## src/rtl/status_bank_arbiter_if.sv

```systemverilog
`default_nettype none
// +--------------------------------------------------------------------+
// | status_bank_arbiter_if: request/status bus of the status bank      |
// | Rev 1.0                                                            |
// +--------------------------------------------------------------------+
interface status_bank_arbiter_if #(
  parameter int N = 10,
  parameter int W = 4
);
  logic           init;
  logic           hold;
  logic [2:0]     active_cnt;
  logic [N-1:0]   req;
  logic [N*W-1:0] status;
  logic [N-1:0]   pend;
  logic           grant_vld;
  logic [3:0]     grant_idx;
  logic           wrap_evt;
  logic [3:0]     wrap_idx;

  modport master (
    output init, hold, active_cnt, req,
    input  status, pend, grant_vld, grant_idx, wrap_evt, wrap_idx
  );

  modport slave (
    input  init, hold, active_cnt, req,
    output status, pend, grant_vld, grant_idx, wrap_evt, wrap_idx
  );
endinterface
`default_nettype wire

```

## src/rtl/status_bank_arbiter.sv

```systemverilog
`default_nettype none
// +--------------------------------------------------------------------+
// | status_bank_arbiter: round-robin increment arbiter over status bank|
// | Rev 1.0                                                            |
// +--------------------------------------------------------------------+
module status_bank_arbiter #(
  parameter int N        = 10,
  parameter int W        = 4,
  parameter int MAXV     = 9,
  parameter int INIT_VAL = 1
) (
  input  logic                 clk,
  input  logic                 rst,
  status_bank_arbiter_if.slave bus
);
  localparam logic [3:0] c_PTR_RST = 4'(N - 1);

  logic [W-1:0] field_q [N];
  logic [N-1:0] req_q;
  logic [N-1:0] pend_q;
  logic [N-1:0] pend_d;
  logic [3:0]   ptr_q;
  logic         grant_vld_q;
  logic [3:0]   grant_idx_q;
  logic         wrap_evt_q;
  logic [3:0]   wrap_idx_q;

  logic [4:0]   w_act_num;
  logic [N-1:0] w_mask;
  logic [N-1:0] w_rise;
  logic [N-1:0] w_pend_m;
  logic [N-1:0] w_onehot;
  logic [4:0]   w_idx;
  logic         w_found;
  logic [3:0]   w_sel;
  logic [W-1:0] w_fld_cur;
  logic         w_wrap;
  logic [W-1:0] w_fld_nxt;

  // Active object count: 2*active_cnt, saturating at N; codes 6 and 7 select all.
  always_comb begin
    w_act_num = 5'd0;
    if (bus.active_cnt >= 3'd6) begin
      w_act_num = 5'(N);
    end else if (5'({bus.active_cnt, 1'b0}) > 5'(N)) begin
      w_act_num = 5'(N);
    end else begin
      w_act_num = 5'({bus.active_cnt, 1'b0});
    end
    w_mask = '0;
    for (int i = 0; i < N; i++) begin
      w_mask[i] = (5'(i) < w_act_num);
    end
  end

  assign w_rise   = bus.req & ~req_q & w_mask;
  assign w_pend_m = pend_q & w_mask;

  // Search starts just after the last granted index and wraps modulo N.
  always_comb begin
    w_found = 1'b0;
    w_sel   = 4'd0;
    w_idx   = 5'd0;
    if (!bus.hold) begin
      for (int k = 1; k <= N; k++) begin
        w_idx = {1'b0, ptr_q} + 5'(k);
        if (w_idx >= 5'(N)) begin
          w_idx = w_idx - 5'(N);
        end
        if (!w_found && w_pend_m[w_idx[3:0]]) begin
          w_found = 1'b1;
          w_sel   = w_idx[3:0];
        end
      end
    end
  end

  assign w_onehot  = w_found ? ({{(N-1){1'b0}}, 1'b1} << w_sel) : '0;
  assign w_fld_cur = field_q[w_sel];
  assign w_wrap    = (w_fld_cur == W'(MAXV));
  assign w_fld_nxt = w_wrap ? '0 : w_fld_cur + 1'b1;
  assign pend_d    = ((pend_q & ~w_onehot) | w_rise) & w_mask;

  always_ff @(posedge clk) begin
    if (rst) begin
      req_q       <= '0;
      pend_q      <= '0;
      ptr_q       <= c_PTR_RST;
      grant_vld_q <= 1'b0;
      grant_idx_q <= 4'd0;
      wrap_evt_q  <= 1'b0;
      wrap_idx_q  <= 4'd0;
      for (int i = 0; i < N; i++) begin
        field_q[i] <= W'(INIT_VAL);
      end
    end else if (bus.init) begin
      req_q       <= bus.req;
      pend_q      <= '0;
      ptr_q       <= c_PTR_RST;
      grant_vld_q <= 1'b0;
      wrap_evt_q  <= 1'b0;
      for (int i = 0; i < N; i++) begin
        field_q[i] <= W'(INIT_VAL);
      end
    end else begin
      req_q  <= bus.req;
      pend_q <= pend_d;
      if (w_found) begin
        field_q[w_sel] <= w_fld_nxt;
        ptr_q          <= w_sel;
        grant_vld_q    <= 1'b1;
        grant_idx_q    <= w_sel;
        wrap_evt_q     <= w_wrap;
        if (w_wrap) begin
          wrap_idx_q <= w_sel;
        end
      end else begin
        grant_vld_q <= 1'b0;
        wrap_evt_q  <= 1'b0;
      end
    end
  end

  generate
    for (genvar gi = 0; gi < N; gi++) begin : g_pack
      assign bus.status[gi*W +: W] = field_q[gi];
    end
  endgenerate

  assign bus.pend      = pend_q;
  assign bus.grant_vld = grant_vld_q;
  assign bus.grant_idx = grant_idx_q;
  assign bus.wrap_evt  = wrap_evt_q;
  assign bus.wrap_idx  = wrap_idx_q;
endmodule
`default_nettype wire

```

## src/flat_wrapper.sv

```systemverilog
// flat-port wrapper written by rule: the top's interface ports become plain ports
module status_bank_arbiter_flat 
#(
  parameter int N        = 10,
  parameter int W        = 4,
  parameter int MAXV     = 9,
  parameter int INIT_VAL = 1
)
  (clk, rst, bus_init, bus_hold, bus_active_cnt, bus_req, bus_status, bus_pend, bus_grant_vld, bus_grant_idx, bus_wrap_evt, bus_wrap_idx);
  status_bank_arbiter_if #(.N(N), .W(W)) bus_i ();
  input  logic clk;
  input  logic rst;
  input wire logic [$bits(bus_i.init)-1:0] bus_init;
  input wire logic [$bits(bus_i.hold)-1:0] bus_hold;
  input wire logic [$bits(bus_i.active_cnt)-1:0] bus_active_cnt;
  input wire logic [$bits(bus_i.req)-1:0] bus_req;
  output wire logic [$bits(bus_i.status)-1:0] bus_status;
  output wire logic [$bits(bus_i.pend)-1:0] bus_pend;
  output wire logic [$bits(bus_i.grant_vld)-1:0] bus_grant_vld;
  output wire logic [$bits(bus_i.grant_idx)-1:0] bus_grant_idx;
  output wire logic [$bits(bus_i.wrap_evt)-1:0] bus_wrap_evt;
  output wire logic [$bits(bus_i.wrap_idx)-1:0] bus_wrap_idx;
  assign bus_i.init = bus_init;
  assign bus_i.hold = bus_hold;
  assign bus_i.active_cnt = bus_active_cnt;
  assign bus_i.req = bus_req;
  assign bus_status = bus_i.status;
  assign bus_pend = bus_i.pend;
  assign bus_grant_vld = bus_i.grant_vld;
  assign bus_grant_idx = bus_i.grant_idx;
  assign bus_wrap_evt = bus_i.wrap_evt;
  assign bus_wrap_idx = bus_i.wrap_idx;
  status_bank_arbiter #(.N(N), .W(W), .MAXV(MAXV), .INIT_VAL(INIT_VAL)) u_core (.clk(clk), .rst(rst), .bus(bus_i));
endmodule
```

## config.mk

```make
export PLATFORM = sky130hd
export DESIGN_NAME = status_bank_arbiter_flat
export DESIGN_NICKNAME = d
export VERILOG_FILES = /design/src/rtl/status_bank_arbiter_if.sv /design/src/rtl/status_bank_arbiter.sv /design/src/flat_wrapper.sv
export SDC_FILE = /design/constraint.sdc
export NUM_CORES = 1
export LEC_CHECK = 0
export BUFFER_PORTS_ARGS = -buffer_cell sky130_fd_sc_hd__buf_2
export CORE_ASPECT_RATIO = 1.75
export CORE_UTILIZATION = 60
export CTS_BUF_LIST = sky130_fd_sc_hd__clkbuf_8
export DETAILED_ROUTE_END_ITERATION = 10
export PLACE_DENSITY = 0.81
export SLEW_MARGIN = 20
export SYNTH_ARGS = -nofsm -noshare
export SYNTH_HDL_FRONTEND = slang
export SYNTH_SLANG_ARGS = --single-unit
```

## constraint.sdc

```tcl
create_clock -name clk -period 16.1 [get_ports clk]
set_clock_uncertainty 0.2 [all_clocks]
set_input_delay 0.805 -clock clk [delete_from_list [all_inputs] [get_ports clk]]
set_output_delay 0.805 -clock clk [all_outputs]
set_load 0.02 [all_outputs]
```

==> summary.md, run 1 <==
| Metric | Value |
|---|---|
| Worst-case reg-to-reg path depth | 19 |
| Via count | 6436 |
| Clock network fraction of design power | 10.5% |
| Critical path peak fanout | 27 |
| Yosys reg bits | 80 |
| Remaining antenna violation count | 0 |
| Post-layout min period | 8.44 ns |
| Die area | 0.0111 mm² |
| IO buf count | 76 |
| Total Wirelength | 23000 µm |
| Cell count after synthesis | 740 |
| TritonCTS clock tree | done |
| WHS Path Cells | 2 |
| Period utilization | 52.4% |
| Largest net degree at the start of global routing | 30 |
| Core Region | 0.0103 mm² |
| Endpoint class of the critical path | flip-flop |
| Drc violations | 0 |
| Maximum vdd drop | 0.000257 V |
| Max_cap viols | 0 |
| Synth Warn # | 0 |
| Worst Hold Class | flip-flop to flip-flop |
| Die Ht | 139 µm |
| Mapped Avg Cell Area | 8.64 µm² |
| Drt pass-1 iters | 6 |
| Top cells by area, synth | edfxtp_1 22%, dfxtp_1 11%, mux2i_1 7.4%, nor2_1 5.2%, ha_1 3.9% |
| Die W | 80.0 µm |
| Arrival @ worst endpoint | 8.30 ns |
| Place WS | 7.98 ns |
| Pwr per Cell Area | 242 mW/mm² |
| GRT Overall Usage | 42.8% |
| Worst skew pair latency | 0.36 ns |
| Least-Margin Pin Slew | 1.24 ns |
| Clock Path Buffers | 2 |
| P_leak | 2.88 nW |
| Global route total overflow | 0 |
| Overall power | 0.00171 W |
| Slew margin rel. | 16.7% |
| Synth unique cells | 91 |
| Post-synth ARST share | 0% |
| Most common cell in the netlist | nor2_1 |
| Layout fillers | 855 |
| Initial Utilization | 62.1% |
| IO Count | 77 |
| Setup ws final | 7.66 ns |
| Slew Limit Fails | 0 |
| Post-Syn Area | 0.00639 mm² |
| Reg clk slew, reported paths | 0.08 ns |
| Final #Nets | 839 |
| CTS Sinks | 80 |
| Startpoint types | flip-flop |
| Endpoints failing setup | 0 |
| Layout cell share with drive strength beyond 1 | 17.4% |
| Main flop type after synthesis | edfxtp_1 |
| WP data required | 15.96 ns |
| Final core utilization | 68.4% |
| Sw Share | 54.9% |
| Rows | 49 |
| Post-CTS Setup Inserts | 0 |
| Vias in the first global route | 6386 |
| Initial antenna violation count | 2 |
| Crit path kind | flip-flop to flip-flop |
| Combinational Power Share | 71.6% |
| CTS root buf | clkbuf_8 |
| Final Hold Viols | 0 |
| First-pass GRT wire length | 34700 µm |
| CP startpoint | u_core.ptr_q[1] |
| CTS Buf Count | 9 |
| Post_cts resized | 0 |
| Worst reg-to-reg setup slack | 7.66 ns |
| DP Wirelength | 17500 µm |
| 1st-iter DRT viols | 549 |
| Area Growth Syn to Fin | 10.3% |
| Outcome | completed |
| Crit path to | u_core.field_q[6][2] |
| Yosys top cell area share | 21.6% |
| Number of vias per cell | 6.88 |
| Sequential fraction of the synthesis area | 32.3% |
| Share of power burned in registers | 17.9% |
| Setup TNS | 0 ns |
| R2R Path End | u_core.field_q[6][2] |
| Commonest cells in the netlist | 89 x nor2_1, 62 x nand2_1, 47 x mux2i_1, 46 x edfxtp_1, 38 x a21oi_1 |
| CTS H-tree depth | 3 |
| CTS Hold Bufs | 0 |
| Post-synth EDFFs | 46 |
| Fmax | 0.118 GHz |
| Mean routed wirelength per cell | 24.6 µm |
| Leading area contributor after synthesis | edfxtp_1 |
| RSZ-0062 raised after global routing | no |
| GP Congestion | 1.09 |
| R2R Path Start | u_core.ptr_q[1] |
| NetSw | 0.000937 W |
| Internal power | 0.000768 W |
-- final cells by class --
| cell class | instances | area [µm²] | share of cell area [%] |
|---|---|---|---|
| Sequential cell | 80 | 2060 | 29.3 |
| Inverter | 27 | 101 | 1.44 |
| Timing Repair Buffer | 83 | 433 | 6.14 |
| Clock inverter | 6 | 108 | 1.53 |
| Tap cell | 127 | 159 | 2.25 |
| Antenna cell | 2 | 5.00 | 0.0710 |
| Clock buffer | 10 | 138 | 1.95 |
| Multi-Input combinational cell | 600 | 4040 | 57.4 |
-- worst min-delay path by stage --
stage                                       start                      end
after floorplan                   u_core.req_q[0]       u_core.bus.pend[0]
after global placement    u_core.bus.grant_idx[0]  u_core.bus.grant_idx[0]
after detailed placement  u_core.bus.grant_idx[0]  u_core.bus.grant_idx[0]
after CTS                 u_core.bus.grant_idx[0]  u_core.bus.grant_idx[0]
after global routing      u_core.bus.grant_idx[2]  u_core.bus.grant_idx[2]
final                     u_core.bus.grant_idx[2]  u_core.bus.grant_idx[2]
-- cell families (layout without fill, tap and decap cells) --
logic type	Yosys count	count (layout)	share of synthesized area, %
buffers and inverters	65	126	4.79
DFF	80	80	32.3
adders and majority gates	21	21	4.23
xor gates and xnor gates	14	14	2.04
other	1	8	0.0587
AOI/OAI and AO/OA	185	185	21.4
muxes	61	61	10.2
and+or+nand+nor	313	313	25.0
-- layout by cell type (no fill, tap or decap), types with 7 or more instances in the layout --
cell type,count
a211oi_1,14
a21o_1,14
a21oi_1,38
and2_1,8
buf_2,76
buf_4,7
clkbuf_8,10
dfxtp_1,34
edfxtp_1,46
ha_1,20
inv_1,25
mux2_2,8
mux2i_1,47
nand2_1,62
nand2b_1,12
nand3_1,28
nor2_1,89
nor2b_1,24
nor3_1,28
nor3b_1,8
o211ai_1,7
o21ai_0,19
o22ai_1,7
or2_2,12
or3_1,8
xnor2_1,11
-- state kept, by name (all words and copies together) (netlist names) --
register              flops
u_core.field_q           46
u_core.bus.grant_vld      1
u_core.bus.wrap_evt       1
u_core.bus.pend          10
u_core.bus.grant_idx      4
u_core.ptr_q              4
u_core.bus.wrap_idx       4
u_core.req_q             10
-- power groups by stage --
stage                     clock network [W]  registers (W)  logic (W)
after global routing               0.000187       0.000308    0.00128
after CTS                          0.000178       0.000304    0.00116
after global placement                    0       0.000306    0.00113
final                              0.000178       0.000306    0.00122
after detailed placement                  0       0.000308    0.00116
after floorplan                           0       0.000326   0.000843
-- critical path, cell delays in order (launching register included) --
cell and delay, ns:
dfxtp_1 0.86, inv_1 0.41, ha_1 0.77, clkinv_1 0.45, ha_1 0.42, nor2b_1 0.17, o221ai_1 0.40, a211o_1 0.25
a211oi_1 0.11, nor4_1 0.81, nand2_1 0.28, o22ai_1 0.29, a22oi_1 0.18, nor2_1 0.53, buf_4 0.28, a22oi_1 0.12
o21ai_1 0.46, nor3_4 0.07, xnor2_1 0.92, nor2_1 0.15
-- through the flow --
stage	hold WS, ns	std cells	cell area, µm²
floorplan	0.270	745	6410
global placement	0.279	917	6800
detailed placement	0.311	917	6800
CTS	0.330	933	7040
global route	0.347	935	7050
finish	0.327	935	7050
-- metal layers --
metal / vias to the layer above / global-route usage [%] / part of all wire (%)
met4: 0 / 42.0 / 11
li1: 2854 / - / -
met3: 168 / 10.9 / 7.6
met2: 420 / 72.2 / 50
met1: 2994 / 39.8 / 31
met5: - / 0 / 0
No activity file was read; power rests on OpenSTA's default activity.
==> run 2, diff against run 1 <==
CORE_UTILIZATION = 55   (was 60)
PLACE_DENSITY = 0.78   (was 0.81)
clock period = 7.4 ns   (was 16.1 ns; I/O delays follow)
==> run 2 against run 1 <==
Effect of this change: sequential share of layout area down 0.61 points; hold slack worse by 0.31 ns; flip-flop and latch count unchanged; final cell count up 3.0%; non-clock buffer count up 23; maximum frequency up 25%; highest routed layer unchanged.
==> summary.md, run 2 (synthesis gave the netlist of run 1 again) <==
| Metric | Value |
|---|---|
| Outcome | completed |
| Vias in the first global route | 6393 (+0.11%) |
| Clock Path Buffers | 2 (unchanged) |
| CTS Hold Bufs | 0 (unchanged) |
| Die Ht | 145 µm (+4.4%) |
| Slew Limit Fails | 0 (unchanged) |
| Core Region | 0.0112 mm² (+9.0%) |
| Endpoint class of the critical path | flip-flop |
| Post-layout min period | 6.75 ns (-1.69 ns) |
| Maximum vdd drop | 0.000585 V (+130%) |
| Initial antenna violation count | 2 (unchanged) |
| Worst Hold Class | input port to flip-flop |
| Post-CTS Setup Inserts | 0 (unchanged) |
| Remaining antenna violation count | 0 (unchanged) |
| Slew margin rel. | 33.7% (+17 points) |
| Drc violations | 0 (unchanged) |
| Slowest stage delay, CP | 0.59 ns (-0.33 ns) |
| Crit path kind | flip-flop to flip-flop |
| Die W | 83.5 µm (+4.3%) |
| Area Growth Syn to Fin | 12.7% |
| CTS Sinks | 80 (unchanged) |
| GRT Overall Usage | 37.8% (-5.0 points) |
| CTS Buf Count | 9 (unchanged) |
| 1st-iter DRT viols | 543 (-1.1%) |
| CTS root buf | clkbuf_8 |
| Max reg flops | 46 (unchanged) |
| Dpl cells | 945 (+3.1%) |
| Setup TNS | 0 ns (unchanged) |
| Critical path peak fanout | 13 (-52%) |
| Total Wirelength | 22200 µm (-3.7%) |
| IO buf count | 76 (unchanged) |
| Drt pass-1 iters | 5 (-1) |
| Least-Margin Pin Slew | 0.991 ns (-0.249 ns) |
| GP Congestion | 1.08 (-1.4%) |
| Reg clk slew, reported paths | 0.10 ns (+0.02 ns) |
| Die area | 0.0121 mm² (+8.9%) |
| WP data required | 7.46 ns (-8.50 ns) |
| Met1 usage | 35.9% (-3.9 points) |
| Rows | 51 (+4.1%) |
| Largest net degree at the start of global routing | 29 (-3.3%) |
| Final Hold Viols | 0 (unchanged) |
| Global route total overflow | 0 (unchanged) |
| Reg with most FFs | u_core.field_q |
| Commonest cells after routing, fill and taps aside | 89 x nor2_1, 76 x buf_2, 62 x nand2_1 |
| Finished Layout Cells | 963 (+3.0%) |
| Via count | 6452 (+0.25%) |
| Mean routed wirelength per cell | 23.0 µm (-6.5%) |
| Final #Nets | 862 (+2.7%) |
| Pwr per Cell Area | 519 mW/mm² (+110%) |
| Endpoints failing setup | 0 (unchanged) |
| P_leak | 2.97 nW (+3.3%) |
| Cell area after layout | 0.00720 mm² (+2.2%) |
| TritonCTS clock tree | done |
| Initial Utilization | 56.9% (-5.1 points) |
| Overall power | 0.00374 W (+120%) |
| CP Cell Sequence | ha_1, xnor2_2, ha_1, a21oi_1, a311oi_2, mux2i_1, o2111ai_1, o21bai_1, o21ai_0, nand4_1, and3_1, nor2_1, buf_4, a2111o_1, a211oi_1, a211oi_1, nor3_1, nand3_1, mux2_1 |
| Number of vias per cell | 6.70 (-2.7%) |
| Met3 Use GR | 5.48% (-5.4 points) |
| Max_cap viols | 0 (unchanged) |
| CTS H-tree depth | 3 (unchanged) |
| Layout cell share with drive strength beyond 1 | 20.1% (+2.8 points) |
| DP Wirelength | 17400 µm (-0.69%) |
| Arrival @ worst endpoint | 6.82 ns (-1.48 ns) |
| RSZ-0062 raised after global routing | no |
| Worst skew pair latency | 0.38 ns (+0.02 ns) |
| First-pass GRT wire length | 34500 µm (-0.68%) |
| IO Count | 77 (unchanged) |
| Met2 GRT Util | 70.9% (-1.3 points) |
| Final core utilization | 64.1% (-4.3 points) |
| Period utilization | 91.2% (+39 points) |
| Placed Area | 0.00698 mm² (+2.6%) |
| Startpoint types | flip-flop |
| Crit-path slowest cell | a311oi_2 |
| Commonest non-fill, non-tap cell in the layout | nor2_1 |
| Fmax | 0.148 GHz (+25%) |
| Gr busiest metal | met2 |
[run 2: area by class of cell]
type | count | area [µm²]
clock inverters | 7 | 82.6
well taps | 132 | 165
inverters | 27 | 101
fillers | 957 | 4030
multi-input cells | 600 | 4060
repair buffers | 106 | 606
diodes | 2 | 5.00
flip-flops and latches | 80 | 2060
clock buffers | 9 | 124
[run 2: critical path, delay by kind of cell, from the launching register on]
| family | cells | cell delay, ns |
|---|---|---|
| buffers and inverters | 1 | 0.23 |
| DFF | 1 | 0.47 |
| AOI/OAI and AO/OA | 8 | 2.54 |
| adders and majority gates | 2 | 0.97 |
| and+or+nand+nor | 5 | 1.32 |
| xor gates and xnor gates | 1 | 0.22 |
| muxes | 2 | 0.67 |
[run 2: layer usage]
| layer | share of wire (%) | vias up | wire [µm] |
|---|---|---|---|
| li1 | - | 2906 | - |
| met5 | 0 | - | 0 |
| met2 | 52 | 363 | 11600 |
| met3 | 6.5 | 126 | 1450 |
| met4 | 8.9 | 0 | 1970 |
| met1 | 32 | 3057 | 7140 |
[run 2: what timing repair did]
item	CTS	global route
gates resized for setup	0	3
endpoints found under the hold margin	0	0
endpoints found under the setup margin	0	34
[run 2: final timing paths]
kind | from | endpoint | slack (ns) | cells past startpoint
max reg2reg | u_core.ptr_q[1] | u_core.bus.wrap_idx[1] | 0.65 | 19
min reg2reg | u_core.bus.grant_idx[0] | u_core.bus.grant_idx[0] | 0.30 | 2
min | bus_req[9] | u_core.req_q[9] | 0.02 | 2
max | u_core.ptr_q[1] | u_core.bus.wrap_idx[1] | 0.65 | 19
[run 2: report_power, final]
group          internal, W  total (W)  switching, W
clock network     0.000163   0.000343      0.000180
registers         0.000595   0.000648     0.0000526
logic             0.000966    0.00275       0.00178
total              0.00172    0.00374       0.00201
[run 2: per-stage QoR]
stage | setup WS [ns] | hold WS, ns
final | 0.649 | 0.0151
after global routing | 0.174 | 0.0340
after CTS | 0.446 | 0.0218
after detailed placement | 0.516 | 0.293
after global placement | 0.782 | 0.276
after floorplan | 1.23 | 0.253
